$ cat config.mk
export PLATFORM = sky130hd
export DESIGN_NAME = pc_sequencer
export DESIGN_NICKNAME = d
export VERILOG_FILES = /design/src/rtl/pc_sequencer.sv
export SDC_FILE = /design/constraint.sdc
export NUM_CORES = 1
export LEC_CHECK = 0
export CORE_MARGIN = 5
export CORE_UTILIZATION = 25
export DETAILED_ROUTE_END_ITERATION = 12
export GPL_TIMING_DRIVEN = 0
export PLACE_DENSITY = 0.5
export SETUP_SLACK_MARGIN = 0.02
export SLEW_MARGIN = 25
export SYNTH_ARGS = -nofsm -noshare
export SYNTH_HDL_FRONTEND = slang
export SYNTH_SLANG_ARGS = --single-unit
$ cat constraint.sdc
create_clock -name clk -period 4.75 [get_ports clk]
set_clock_uncertainty 0.05 [all_clocks]
set_input_delay 0.475 -clock clk [delete_from_list [all_inputs] [get_ports clk]]
set_output_delay 0.475 -clock clk [all_outputs]
set_load 0.01 [all_outputs]
$ cat src/rtl/pc_sequencer.sv
// pc_sequencer: program-counter sequencer with a return-address stack.
// Ports: clk, rstn (sync low), stall, op_valid, op, target, resume ->
//   pc, pc_valid, halted, err, err_ovf, err_unf, stack_level.
module pc_sequencer #(
  parameter int ADDR_W      = 5,
  parameter int STACK_DEPTH = 4,
  parameter int LVL_W       = 3
) (
  input  logic              clk,
  input  logic              rstn,
  input  logic              stall,
  input  logic              op_valid,
  input  logic [2:0]        op,
  input  logic [ADDR_W-1:0] target,
  input  logic              resume,
  output logic [ADDR_W-1:0] pc,
  output logic              pc_valid,
  output logic              halted,
  output logic              err,
  output logic              err_ovf,
  output logic              err_unf,
  output logic [LVL_W-1:0]  stack_level
);

  localparam int IDX_W = (STACK_DEPTH > 1) ? $clog2(STACK_DEPTH) : 1;

  localparam logic [2:0] OP_JMP  = 3'd1;
  localparam logic [2:0] OP_CALL = 3'd2;
  localparam logic [2:0] OP_RET  = 3'd3;
  localparam logic [2:0] OP_HALT = 3'd4;

  typedef enum logic [1:0] {
    S_START,
    S_RUN,
    S_HALT,
    S_ERROR
  } state_t;

  state_t            state_q, state_d;
  logic [ADDR_W-1:0] pc_q, pc_d, pc_inc;
  logic [LVL_W-1:0]  lvl_q, lvl_d;
  logic              ovf_q, ovf_d;
  logic              unf_q, unf_d;
  logic              valid_q, halted_q;
  logic              push;
  logic              full, empty;
  logic [IDX_W-1:0]  wr_idx, rd_idx;
  logic [ADDR_W-1:0] stack_mem [STACK_DEPTH];

  assign pc_inc = pc_q + ADDR_W'(1);
  assign full   = (lvl_q >= LVL_W'(STACK_DEPTH));
  assign empty  = (lvl_q == '0);
  // Depth is a power of two, so the low level bits address the slot;
  // the top entry sits one below the write slot (wraps when full).
  assign wr_idx = lvl_q[IDX_W-1:0];
  assign rd_idx = wr_idx - IDX_W'(1);

  always_comb begin
    state_d = state_q;
    pc_d    = pc_q;
    lvl_d   = lvl_q;
    ovf_d   = ovf_q;
    unf_d   = unf_q;
    push    = 1'b0;
    unique case (state_q)
      S_START: state_d = S_RUN;
      S_RUN: begin
        if (!stall) begin
          pc_d = pc_inc;
          if (op_valid) begin
            unique case (op)
              OP_JMP: pc_d = target;
              OP_CALL: begin
                if (full) begin
                  pc_d    = pc_q;
                  ovf_d   = 1'b1;
                  state_d = S_ERROR;
                end else begin
                  push  = 1'b1;
                  pc_d  = target;
                  lvl_d = lvl_q + LVL_W'(1);
                end
              end
              OP_RET: begin
                if (empty) begin
                  pc_d    = pc_q;
                  unf_d   = 1'b1;
                  state_d = S_ERROR;
                end else begin
                  pc_d  = stack_mem[rd_idx];
                  lvl_d = lvl_q - LVL_W'(1);
                end
              end
              OP_HALT: begin
                pc_d    = pc_q;
                state_d = S_HALT;
              end
              default: ;
            endcase
          end
        end
      end
      S_HALT: begin
        if (resume) begin
          pc_d    = pc_inc;
          state_d = S_RUN;
        end
      end
      S_ERROR: ;
      default: state_d = S_START;
    endcase
  end

  always_ff @(posedge clk) begin
    if (!rstn) begin
      state_q  <= S_START;
      pc_q     <= '0;
      lvl_q    <= '0;
      ovf_q    <= 1'b0;
      unf_q    <= 1'b0;
      valid_q  <= 1'b0;
      halted_q <= 1'b0;
    end else begin
      state_q  <= state_d;
      pc_q     <= pc_d;
      lvl_q    <= lvl_d;
      ovf_q    <= ovf_d;
      unf_q    <= unf_d;
      valid_q  <= (state_d == S_RUN);
      halted_q <= (state_d == S_HALT);
    end
  end

  always_ff @(posedge clk) begin
    if (push) stack_mem[wr_idx] <= pc_inc;
  end

  assign pc          = pc_q;
  assign pc_valid    = valid_q;
  assign halted      = halted_q;
  assign err_ovf     = ovf_q;
  assign err_unf     = unf_q;
  assign err         = ovf_q | unf_q;
  assign stack_level = lvl_q;

endmodule

== Yosys cells after proc, flatten, opt, wreduce, memory -nomap -nowiden ==
Memories as Yosys holds them, arrays and structs flattened.
Cells that the tools add are included.

* Add/subtract/negate cells: 4
* $lt $le $gt $ge: 1
* Multiplexer cells: 24
* Eq/ne operators: 15
* Reduce and logical (&&, ||, !) cells: 8
* Bitwise gates (word level): 2

{| class="wikitable"
|+ Operators by type and width
! cell !! number
|-
| 5-bit 2-to-1 mux || 5
|-
| 5-bit case mux with 4 select lines || 1
|-
| 2-bit case mux with 3 select lines || 2
|-
| 6-bit AND reduction || 2
|-
| 2-bit 2-to-1 mux || 5
|-
| 5-bit case mux with 2 select lines || 1
|-
| 5-bit AND reduction || 2
|-
| 2-bit != test (second input constant) || 4
|-
| 4-bit != test (second input constant) || 2
|-
| 1-bit 2-to-1 mux || 7
|-
| 3-bit by 2-bit == test with 1-bit output (second input constant) || 2
|-
| 3-bit 2-to-1 mux || 2
|-
| 3-bit case mux with 2 select lines || 1
|-
| 5-bit by 1-bit adder with 5-bit output (second input constant) || 1
|-
| 2-bit by 1-bit == test with 1-bit output (second input constant) || 2
|-
| 2-bit == test (second input constant) || 2
|-
| 2-bit nonzero test || 2
|-
| 3-bit by 1-bit adder with 3-bit output (second input constant) || 1
|-
| 3-bit by 1-bit == test with 1-bit output (second input constant) || 1
|-
| 3-bit == test (second input constant) || 1
|-
| 3-bit >= comparator (second input constant) || 1
|-
| 3-bit zero test || 1
|-
| 3-bit != test (second input constant) || 1
|-
| 3-bit by 1-bit subtractor with 3-bit output (second input constant) || 1
|-
| other kinds (4) || 4
|}

* RAM bits: 20
* Register bits: 14
* Memories kept: 1
* Output and inout port bits: 13

{| class="wikitable"
|+ Memories
! memory !! words !! width !! rd ports !! clocked after Yosys merged registers in !! wr ports !! line !! source
|-
| stack_mem || 4 || 5 || 1 || 0 || 1 || 48 || <nowiki>logic [ADDR_W-1:0] stack_mem [STACK_DEPTH];</nowiki>
|}

== Logic depth before layout (Yosys ltp) ==
* Depth in word-level cells: 8
* Gate-level depth with buffers: 8
* Mapped depth without buffers: 7

== Worst setup path before layout ==
OpenSTA, ideal clock, no wires.

* Path type: register to register
* Start point: register lvl_q[0] (netlist: stack_level[0])
* End point: register pc_q[2] (netlist: pc[2])
* Stages on the path, launching flop included: 9
* Data required time: 4.583 ns
* Period minus slack after synthesis: 2.022 ns
* Setup time: 0.117 ns
* Data arrival time: 1.855 ns
* Path slack: 2.728 ns
* Cells stage by stage: dfxtp_1 inv_1 ha_1 buf_2 mux2i_1 o22ai_1 nor3_1 a211oi_1 a32o_1

* Cells in the longest elaborated chain, start to end: 7
* Elaborated cells between the ends (all ways): 12
* Classes of those cells: 1 x add/sub; 1 x order compare; 2 x eq/ne; 5 x mux; 2 x reduce/logical; 1 x memory

{| class="wikitable"
|+ RTL lines
! what !! line !! source
|-
| start: declaration || 41 || <nowiki>logic [LVL_W-1:0] lvl_q, lvl_d;</nowiki>
|-
| start signal: assignment || 126 || <nowiki>lvl_q <= lvl_d;</nowiki>
|-
| 2-bit by 1-bit subtractor with 2-bit output || 56 || <nowiki>assign rd_idx = wr_idx - IDX_W'(1);</nowiki>
|-
| via rd_idx[0] || 47 || <nowiki>logic [IDX_W-1:0] wr_idx, rd_idx;</nowiki>
|-
| memory read 4 x 5 bit || -- ||
|-
| 5-bit 2-to-1 mux || 85 || <nowiki>if (empty) begin</nowiki>
|-
| 5-bit case mux with 4 select lines || 71 || <nowiki>unique case (op)</nowiki>
|-
| 5-bit 2-to-1 mux || 70 || <nowiki>if (op_valid) begin</nowiki>
|-
| 5-bit 2-to-1 mux || 68 || <nowiki>if (!stall) begin</nowiki>
|-
| 5-bit case mux with 2 select lines || 65 || <nowiki>unique case (state_q)</nowiki>
|-
| end signal: assignment || 125 || <nowiki>pc_q <= pc_d;</nowiki>
|-
| end: declaration || 40 || <nowiki>logic [ADDR_W-1:0] pc_q, pc_d, pc_inc;</nowiki>
|}

The timed path passes the listed nets, and every way through them passes these cells. The select of a mux whose other input is x is not followed.
A chain may end at the register's enable or synchronous reset.

== Worst setup path in the final report ==
* Start point: input port op[0]
* End point: memory stack_mem[0][1], enable pin

* Cells in the longest elaborated chain, start to end: 7

{| class="wikitable"
|+ RTL lines
! what !! line !! source
|-
| start: declaration || 13 || <nowiki>input logic [2:0] op,</nowiki>
|-
| 3-bit by 2-bit == test with 1-bit output || 71 ||
|-
| 1-bit 2-to-1 mux || 71 ||
|-
| 1-bit 2-to-1 mux || 70 ||
|-
| 1-bit 2-to-1 mux || 68 ||
|-
| 1-bit 2-to-1 mux || 65 ||
|-
| 1-bit 2-to-1 mux || 135 || <nowiki>if (push) stack_mem[wr_idx] <= pc_inc;</nowiki>
|-
| 1-bit 2-to-1 mux (implied by the code) || 135 ||
|-
| end: declaration || 48 ||
|}

No other way between the ends.

==> flow_summary.yaml <==
global_routing:
  grtUsageMet2: 0.1407
  met3_usage: 0.03125
  overflow: 0
  grt_pass1_vias: 1305
  grt-busiest-layer: "met2"
  grt_max_degree: 13
  grt.met1_usage: 0.1265
  grt_antenna_before_repair: 0
  grt_pass1_wl_mm: 6.410
  grt_use_total: 0.09296
drt:
  drc_errors: 0
  routed_wl_mm: 3.984
  avgViaCountPerCell: 4.497
  dr.pass1.iters: 4
  vias: 1331
  ant_nets: 0
  wl_per_cell_um: 13.46
  drt-initial-drc-count: 47
finish:
  drive_gt1_frac: 0.09000
  n_antenna_cell: 0
  area_growth_pct: 28.94
  layout_commonest_cell: "clkdlybuf4s50_1"
  final_cell_mix: "25 x clkdlybuf4s50_1, 20 x edfxtp_1, 14 x dfxtp_1"
  nets: 218
  finish.instance_area_um2: 2263
sta:
  maxSlewHeadroom: 0.6707
  period_share: 0.4885
  timing.final.ws_setup_ns: 2.430
  period_needed_ns: 2.320
  fin_tns_setup_ns: 0
  drv_slew: 0
  grt_setup_unrepaired: "no"
  final-hold-violation-count: 0
  setup_viol: 0
  max_freq_ghz: 0.4310
  tightest_slew_ns: 0.4894
clock_network:
  cts_tree: "built"
  cts.clk_slew.worst_paths_ns: 0.07
  cts_resized: 0
  clk-insertion-delay-late_ns: 0.29
  post_cts_buffers: 0
  clockBufferDepth: 2
  clock_sinks: 34
  cts_hold_buf: 0
  numCtsBuffers: 5
  root_buffer: "clkbuf_8"
  htreeDepth: 2
power_and_ir_drop:
  power-per-cell-area_nw_per_um2: 319.9
  power.net_switching_mw: 0.1575
  switching_share: 0.2175
  ir_worst_vdd_mv: 0.1563
  pwr-share-comb: 0.105
  pwr-share-seq: 0.450
  p_leak_nw: 0.8098
  intPower_mw: 0.5666
  clkPwrFrac: 0.444
synthesis:
  synth_adder_area_share: 0.04704
  syn_nets: 186
  synth_area_um2: 1755
  netlist_instances: 167
  synth-xor-area-share: 0.02495
  synth_compound_area_frac: 0.1525
  ys.flop_type: "edfxtp_1"
  synth_simple_gate_area_frac: 0.1711
  synth_top_family_by_area: "simple AND/OR/NAND/NOR gates"
  async_flop_share: 0
  seq_area_frac_synth: 0.5018
  synth_edf_count: 20
  ys_ff_latch: 34
  synth.area.mux_share: 0.06415
  synth_cell_type_count: 47
  syn_avg_cell_area_um2: 10.51
  yosys_warnings: 0
setup_path:
  rrSetupSlack_ns: 2.48
  arrival_ns: 2.24
  required_ns: 4.67
  rr_endpoint: "pc[2]"
  reg2regPathDepth: 8
  crit_type: "input pin to register"
  worstSetupEndpointType: "register"
  start_kind: "input pin"
  worstPathMaxFanout: 10
  worstReg2RegStart: "stack_level[0]"
floorplan:
  die_area_um2: 8798
  die_h_um: 93.80
  start_util: 0.2570
  std_cell_rows: 30
  core_area_um2: 6832
  dieWidth_um: 93.80
  ioPinCount: 26
flow_run:
  maxCapViolCount: 0
worst_hold_path:
  min_to: "err_unf"
  min_path_type: "register to register"
  min_path_cells: 1
  hp-start: "err_unf"
placed_design:
  port_buffers: 25
  dpl_cell_area_um2: 2126
  hpwlAfterDp_mm: 3.035
  pre_cts_ws_ns: 2.093
  place.gp.congestion: 0.7804
outcome:
  status: "completed"
==> worst max-delay path by stage <==
stage | from | to | slack [ns] | depth (start not counted)
after floorplan | stack_level[0] | pc[2] | 2.73 | 8
after global placement | op[0] | stack_mem[1][3] | 2.11 | 5
after detailed placement | op[0] | stack_mem[1][3] | 2.09 | 5
after CTS | op[0] | stack_mem[1][1] | 2.40 | 5
after global routing | stack_level[0] | pc[2] | 2.23 | 8
final | op[0] | stack_mem[0][1] | 2.43 | 5
==> power groups by stage <==
stage	Combinational [mW]	Sequential [mW]	Clock, mW
finish	0.0761	0.326	0.322
global route	0.0848	0.327	0.340
floorplan	0.0404	0.334	0
detailed placement	0.0762	0.333	0
global placement	0.0762	0.333	0
CTS	0.0767	0.326	0.327
==> per-layer routing <==
layer | share of wire | vias up
met3 | 0.053 | 6
met1 | 0.48 | 629
met2 | 0.46 | 26
met4 | 0.0060 | 0
met5 | 0 | -
li1 | - | 670
==> flip-flops by register name, indices dropped and copies added, names as in the netlist <==
register / cells
stack_mem: 20
state_q: 2
stack_level: 3
halted: 1
pc: 5
err_ovf: 1
err_unf: 1
pc_valid: 1
==> layout make-up <==
type,instances,area (um2)
Inverter,12,45.04
Multi-Input combinational cell,116,807.0
Fill cell,708,4568
Clock buffer,5,68.82
Tap cell,96,120.1
Timing Repair Buffer,25,250.2
Sequential cell,34,880.8
Buffer,5,22.52
Clock inverter,3,68.82
==> cells by family after synthesis <==
| group | count (synthesis) |
|---|---|
| AO/OA/AOI/OAI | 41 |
| XOR/XNOR | 5 |
| adder cells (fa/ha/maj) | 6 |
| buffers and inverters | 17 |
| flip-flops | 34 |
| multiplexers | 10 |
| AND/OR/NAND/NOR | 54 |
==> cells in the mapped netlist (2+ instances only) <==
library cell  number  area [um2]
nor3_1             2       10.01
nand3_1            2       10.01
nand2b_1           4       25.02
inv_1             12       45.04
o21ai_0           11       55.05
a21boi_0           2       15.01
nand2_1            9       33.78
edfxtp_1          20       600.6
nor2b_1            5       31.28
xor2_1             2       17.52
buf_2              3       15.01
o22ai_1            5       31.28
and2_1             7       43.79
ha_1               5       62.56
dfxtp_1           14       280.3
xnor2_1            3       26.28
or2_2              2       12.51
nor2_1            11       41.29
nor4_1             2       12.51
o31a_1             2       17.52
or2b_1             2       15.01
mux2i_1            9       90.09
a21oi_1            9       45.04
==> stage by stage <==
stage | hold WS (ns) | total power [mW] | std cells | util
after CTS | 0.4674 | 0.7296 | 296 | 0.3313
after global placement | 0.4300 | 0.4090 | 288 | 0.3112
after detailed placement | 0.4382 | 0.4092 | 288 | 0.3112
final | 0.4626 | 0.7241 | 296 | 0.3313
after global routing | 0.5078 | 0.7513 | 296 | 0.3313
after floorplan | 0.4694 | 0.3741 | 167 | -
==> worst max-delay path, stage by stage <==
cell and delay, ns:
clkdlybuf4s50_1 0.47, buf_2 0.23, buf_2 0.21, nor4_1 0.48, and2_1 0.37
No activity file was read; power rests on OpenSTA's default activity.
